==> src/rtl/id_alu_issue.sv <==
// id_alu_issue: MIPS decode stage plus the ID/EX register that feeds the ALU (aluctrl/d1/d2).
// Latency: 1 cycle from accept (if_valid & id_ready) to ex_valid.
// Backpressure: ex_* hold while ex_valid & !ex_ready; a load-use hazard inserts STALL_CYCLES bubbles.
// Option: define ID_OVF_CHECK_EN to add the registered ex_ovf_chk output (add/sub/addi trap on overflow).

module id_alu_issue #(
  parameter int unsigned STALL_CYCLES = 1
) (
  input  logic        clk,
  input  logic        rst,
  input  logic        if_valid,
  output logic        id_ready,
  input  logic [31:0] instr,
  input  logic [31:0] rs_data,
  input  logic [31:0] rt_data,
  input  logic        flush,
  input  logic        ex_ready,
  output logic        ex_valid,
  output logic [4:0]  ex_aluctrl,
  output logic [31:0] ex_d1,
  output logic [31:0] ex_d2,
  output logic [4:0]  ex_rd,
  output logic        ex_regwrite,
  output logic        ex_memread,
  output logic        ex_memwrite,
  output logic        ex_illegal
`ifdef ID_OVF_CHECK_EN
  ,
  output logic        ex_ovf_chk
`endif
);

  // The stall counter counts the bubbles still owed after the first one.
  localparam logic [1:0] STALL_RELOAD = 2'(STALL_CYCLES - 1);

  logic [5:0]  w_opcode;
  logic [5:0]  w_funct;
  logic [4:0]  w_rs;
  logic [4:0]  w_rt;
  logic [4:0]  w_shamt;
  logic [15:0] w_imm;

  assign w_opcode = instr[31:26];
  assign w_rs     = instr[25:21];
  assign w_rt     = instr[20:16];
  assign w_shamt  = instr[10:6];
  assign w_funct  = instr[5:0];
  assign w_imm    = instr[15:0];

  logic [4:0]  w_aluctrl;
  logic [31:0] w_d1;
  logic [31:0] w_d2;
  logic [4:0]  w_rd;
  logic        w_regwrite;
  logic        w_memread;
  logic        w_memwrite;
  logic        w_illegal;
  logic        w_uses_rt;

  // Decode opcode/funct into ALU control, operand selection and control flags.
  always_comb begin
    w_aluctrl  = 5'b00000;
    w_d1       = rs_data;
    w_d2       = {{16{w_imm[15]}}, w_imm};
    w_rd       = w_rt;
    w_regwrite = 1'b1;
    w_memread  = 1'b0;
    w_memwrite = 1'b0;
    w_illegal  = 1'b0;
    w_uses_rt  = 1'b0;
    case (w_opcode)
      6'h00: begin
        w_uses_rt = 1'b1;
        w_d2      = rt_data;
        w_rd      = instr[15:11];
        case (w_funct)
          6'h20, 6'h21: w_aluctrl = 5'b00010;
          6'h22, 6'h23: w_aluctrl = 5'b00110;
          6'h24:        w_aluctrl = 5'b00000;
          6'h25:        w_aluctrl = 5'b00001;
          6'h27:        w_aluctrl = 5'b01100;
          6'h00, 6'h02, 6'h03: begin
            // Shift amount lives in the instruction; the shifted value comes from rt.
            w_aluctrl = (w_funct == 6'h00) ? 5'b01101 :
                        (w_funct == 6'h02) ? 5'b01110 : 5'b01111;
            w_d1      = rt_data;
            w_d2      = {27'b0, w_shamt};
          end
          default: w_illegal = 1'b1;
        endcase
      end
      6'h08, 6'h09: w_aluctrl = 5'b00010;
      6'h0C: begin
        w_aluctrl = 5'b00000;
        w_d2      = {16'h0000, w_imm};
      end
      6'h0D: begin
        w_aluctrl = 5'b00001;
        w_d2      = {16'h0000, w_imm};
      end
      6'h0F: begin
        w_aluctrl = 5'b00111;
        w_d2      = {w_imm, 16'h0000};
      end
      6'h23: begin
        w_aluctrl = 5'b00010;
        w_memread = 1'b1;
      end
      6'h2B: begin
        w_aluctrl  = 5'b00010;
        w_memwrite = 1'b1;
        w_uses_rt  = 1'b1;
        w_rd       = 5'd0;
        w_regwrite = 1'b0;
      end
      6'h04: begin
        w_aluctrl  = 5'b00110;
        w_d2       = rt_data;
        w_uses_rt  = 1'b1;
        w_rd       = 5'd0;
        w_regwrite = 1'b0;
      end
      default: w_illegal = 1'b1;
    endcase
    if (w_rd == 5'd0) begin
      w_regwrite = 1'b0;
    end
    // Illegal instructions still flow down so EX can raise the exception, but do nothing.
    if (w_illegal) begin
      w_aluctrl  = 5'b00000;
      w_d1       = 32'h0;
      w_d2       = 32'h0;
      w_rd       = 5'd0;
      w_regwrite = 1'b0;
      w_memread  = 1'b0;
      w_memwrite = 1'b0;
    end
  end

  logic        r_valid;
  logic [1:0]  r_cnt;
  logic [4:0]  r_aluctrl;
  logic [31:0] r_d1;
  logic [31:0] r_d2;
  logic [4:0]  r_rd;
  logic        r_regwrite;
  logic        r_memread;
  logic        r_memwrite;
  logic        r_illegal;

  logic w_adv;
  logic w_cnt_zero;
  logic w_hazard;
  logic w_load;

  assign w_adv      = !r_valid | ex_ready;
  assign w_cnt_zero = (r_cnt == 2'd0);
  assign w_hazard   = if_valid & r_valid & r_memread & (r_rd != 5'd0) &
                      ((w_rs == r_rd) | (w_uses_rt & (w_rt == r_rd)));
  assign id_ready   = w_adv & w_cnt_zero & !w_hazard & !flush;
  assign w_load     = if_valid & id_ready;

  // Valid bit and stall counter: flush wins, then owed bubbles, then a new hazard, then accept.
  always_ff @(posedge clk or posedge rst) begin
    if (rst) begin
      r_valid <= 1'b0;
      r_cnt   <= 2'd0;
    end else if (flush) begin
      r_valid <= 1'b0;
      r_cnt   <= 2'd0;
    end else if (w_adv) begin
      if (!w_cnt_zero) begin
        r_valid <= 1'b0;
        r_cnt   <= r_cnt - 2'd1;
      end else if (w_hazard) begin
        r_valid <= 1'b0;
        r_cnt   <= STALL_RELOAD;
      end else begin
        r_valid <= if_valid;
      end
    end
  end

  // Payload only changes on a real transfer, so it holds while EX backpressures.
  always_ff @(posedge clk or posedge rst) begin
    if (rst) begin
      r_aluctrl  <= 5'b00000;
      r_d1       <= 32'h0;
      r_d2       <= 32'h0;
      r_rd       <= 5'd0;
      r_regwrite <= 1'b0;
      r_memread  <= 1'b0;
      r_memwrite <= 1'b0;
      r_illegal  <= 1'b0;
    end else if (w_load) begin
      r_aluctrl  <= w_aluctrl;
      r_d1       <= w_d1;
      r_d2       <= w_d2;
      r_rd       <= w_rd;
      r_regwrite <= w_regwrite;
      r_memread  <= w_memread;
      r_memwrite <= w_memwrite;
      r_illegal  <= w_illegal;
    end
  end

  assign ex_valid    = r_valid;
  assign ex_aluctrl  = r_aluctrl;
  assign ex_d1       = r_d1;
  assign ex_d2       = r_d2;
  assign ex_rd       = r_rd;
  assign ex_regwrite = r_regwrite;
  assign ex_memread  = r_memread;
  assign ex_memwrite = r_memwrite;
  assign ex_illegal  = r_illegal;

`ifdef ID_OVF_CHECK_EN
  logic w_ovf;
  logic r_ovf;

  // Only the trapping forms (add, sub, addi) request an overflow check.
  assign w_ovf = !w_illegal & (((w_opcode == 6'h00) & ((w_funct == 6'h20) | (w_funct == 6'h22))) |
                               (w_opcode == 6'h08));

  // Overflow-check flag travels with the rest of the payload.
  always_ff @(posedge clk or posedge rst) begin
    if (rst) begin
      r_ovf <= 1'b0;
    end else if (w_load) begin
      r_ovf <= w_ovf;
    end
  end

  assign ex_ovf_chk = r_ovf;
`endif

endmodule

==> config.mk <==
export PLATFORM = sky130hd
export DESIGN_NAME = id_alu_issue
export DESIGN_NICKNAME = d
export VERILOG_FILES = /design/src/rtl/id_alu_issue.sv
export SDC_FILE = /design/constraint.sdc
export NUM_CORES = 1
export LEC_CHECK = 0
export ABC_CLOCK_PERIOD_IN_PS = 2400
export CORE_MARGIN = 1
export CORE_UTILIZATION = 39
export CTS_BUF_LIST = sky130_fd_sc_hd__clkbuf_16
export DETAILED_ROUTE_END_ITERATION = 12
export PLACE_DENSITY_LB_ADDON = 0.15
export SLEW_MARGIN = 30
export SYNTH_ARGS = -nofsm -noshare
export SYNTH_HDL_FRONTEND = slang
export SYNTH_SLANG_ARGS = --single-unit
==> constraint.sdc <==
create_clock -name clk -period 2.4 [get_ports clk]
set_input_delay 0.24 -clock clk [delete_from_list [all_inputs] [get_ports clk]]
set_output_delay 0.24 -clock clk [all_outputs]
set_load 0.01 [all_outputs]
==> out/metrics.csv, run 1 <==
stage;metric;value;unit
timing;rsz0062_at_grt;false;
timing;fin_crit_sh;95.0;%
logic_synthesis;yosysTopAreaCellShare;46.9;%
cts;clk_pin_slew_worst_paths;60;ps
place;io_buffers;179;
floorplanning;die_area;0.0114;mm2
timing;tightest_slew;646;ps
routing;drc;0;
grt;grt_pass1_wl;22000;um
min_path;hold_path_class;in2async;
power_and_ir_drop;leakagePower;2.81;nW
layout;drive_above_1_share;15.2;%
critical_path;crit_path_end_kind;flip-flop;
cts;cts_max_level;3;
grt;antenna_found_initial;0;
place;dp_hpwl;10400;um
floorplanning;initial_core_util;40.8;%
timing;maxSlewHeadroom;56.9;%
logic_synthesis;yosys.area.top_type;dfrtp_1;
place;dp.cells;699;
logic_synthesis;synth_warnings;0;
routing;wl_per_cell;19.5;um
logic_synthesis;syn_inst;367;
critical_path;criticalPathCategory;reg2reg;
power_and_ir_drop;power;3.62;mW
timing;hold_violations;0;
layout;fin_nets;676;
outcome;status;finished clean;
logic_synthesis;synthTopCellsByCount;dfrtp_1, o2bb2ai_1, mux2i_1, a221o_1, a22o_1;
critical_path;startpoint_type;flip-flop;
layout;utilization;65.2;%
floorplanning;io_pins;181;
logic_synthesis;avgSynthCellArea;11.6;um2
place;dpl_cell_area;0.00648;mm2
logic_synthesis;synth_nets;468;
floorplanning;rows;37;
layout;fin_area;0.00682;mm2
cts;cts_buffers;9;
critical_path;crit_fanout;18;
logic_synthesis;ys_seq_elements;80;
grt;grt_use_total;25.2;%
cts;cts_root_buf;clkbuf_16;
logic_synthesis;async_flop_share;100;%
timing;max_freq;0.438;GHz
timing;setup_tns;0;ps
cts;cts_tree;yes;
timing;finalSetupViolCount;0;
routing;vias;4044;
timing;slew_violations;0;
power_and_ir_drop;power.density;531;mW/mm2
layout;antenna_cells;0;
floorplanning;core_area;0.0105;mm2
timing;fin_skew;5.39;ps
grt;grt_overflow;0;
place;gp_congestion;0.821;
logic_synthesis;ys_seq_area_share;46.9;%
grt;grt_max_degree;43;
job;maxCapViolations;0;
timing;fin_crit;2280;ps
cts;clock_path_buffers;2;
routing;wl;13900;um
routing;firstDrtPassIters;6;
routing;vias_per_cell;5.66;
floorplanning;die_h;107;um
floorplanning;die_width;107;um
logic_synthesis;synth_most_common_cell;dfrtp_1;
layout;area_growth;59.8;%
logic_synthesis;syn-cell-area;0.00427;mm2
critical_path;crit_arrival;2540;ps
cts;cts_sinks;80;
logic_synthesis;ys.flop_type;dfrtp_1;
grt;grt_pass1_vias;4017;
layout;final_cells;715;
critical_path;critPathRequiredTime;2660;ps
cts;clock_latency;330;ps
routing;ant_nets;0;
routing;dr.first_iter.drc_count;277;
logic_synthesis;synth_edf_count;0;
power_and_ir_drop;ir_drop;297;uV
logic_synthesis;synth_cell_types;55;
logic_synthesis;synthTopCellsByArea;dfrtp_1, o2bb2ai_1, mux2i_1, a221o_1, a22o_1;
[layer usage]
metal	vias up	wire, um	global-route usage [%]	share of wire [%]
li1	1871	-	-	-
met3	18	1000	5.78	7.2
met1	1998	6070	34.4	44
met5	-	0	0	0
met2	157	6650	39.7	48
met4	0	208	7.63	1.5
[critical path, stage by stage, from the launching register on]
cell and delay (ps):
dfrtp_1 380, buf_4 160, xor2_1 180, or4_1 560, o21a_1 230, nand2_2 230, buf_4 290, a22o_1 180
[state kept, by name, summed over array words and instances (netlist names), 2 cells and up]
register / count
ex_d2: 32
ex_aluctrl: 4
ex_d1: 32
r_cnt: 2
ex_rd: 5
[where the power goes]
part	switching [mW]	internal, mW
clock network	0.553	0.805
registers	0.0515	1.43
logic	0.324	0.455
total	0.929	2.69
[cell usage in the layout, fill, tap and decap left out, types with 3 or more instances in the layout]
cell type / instances
mux2_2: 3
mux2_1: 4
o21ai_0: 3
mux2i_1: 32
a222oi_1: 5
clkdlybuf4s50_1: 176
nand2b_1: 3
nor3_1: 4
o2bb2ai_1: 53
a22o_1: 17
buf_12: 6
a22oi_1: 16
clkbuf_16: 9
xor2_1: 4
inv_1: 5
nand3_1: 5
a221o_1: 17
and4b_1: 3
buf_4: 45
a21oi_1: 5
nor2_1: 11
nand2_1: 11
nor4_1: 3
dfrtp_1: 79
xnor2_1: 6
[path summary, 6_finish.rpt]
path	slack (ps)	to	cells after the start	from
worst max-delay path	120	ex_d2[28]	7	ex_rd[0]
worst min register to register	490	ex_d1[2]	1	ex_d1[2]
worst min-delay path	260	ex_d1[26]	2	rst
max in group asynchronous	1490	ex_d1[1]	3	rst
worst max register to register	120	ex_d2[28]	7	ex_rd[0]
min in group clk	490	ex_d1[2]	1	ex_d1[2]
[final cells by class]
type	count	area [um2]
clock buffer	9	225
clock inverter	6	67.6
fill	870	3650
inverter	6	23.8
multi-input combinational	247	2070
sequential	80	2000
tap	136	170
timing repair buffer	231	2260
[metrics by stage]
stage	setup WS [ps]	hold slack (ps)
CTS	13.8	271
finish	119	261
global route	18.7	317
global placement	-106	471
detailed placement	-237	473
floorplan	108	303
[logic make-up after synthesis]
| kind of cell | count (synthesis) | synth area share (%) |
|---|---|---|
| compound gates | 132 | 26.4 |
| flops | 80 | 46.9 |
| simple gates | 65 | 9.42 |
| buf+inv | 40 | 5.72 |
| mux | 39 | 9.36 |
| xor+xnor | 10 | 2.05 |
| other cells | 1 | 0.0879 |
[what timing repair did]
action | CTS | global route
hold endpoints to repair | 0 | 0
resized for setup | 3 | 10
buffers inserted | 0 | 1
setup endpoints to repair | 1 | 2
hold buffers | 0 | 0
pin swaps | 2 | 2
(Power assumes the default switching activity.)
==> inputs of run 2 (changes only) <==
Settings changed: CORE_MARGIN 1 to not set, GPL_ROUTABILITY_DRIVEN set to 0.
==> results of run 2 <==
No change in the layout: final DEF, timing and power equal those of run 1.
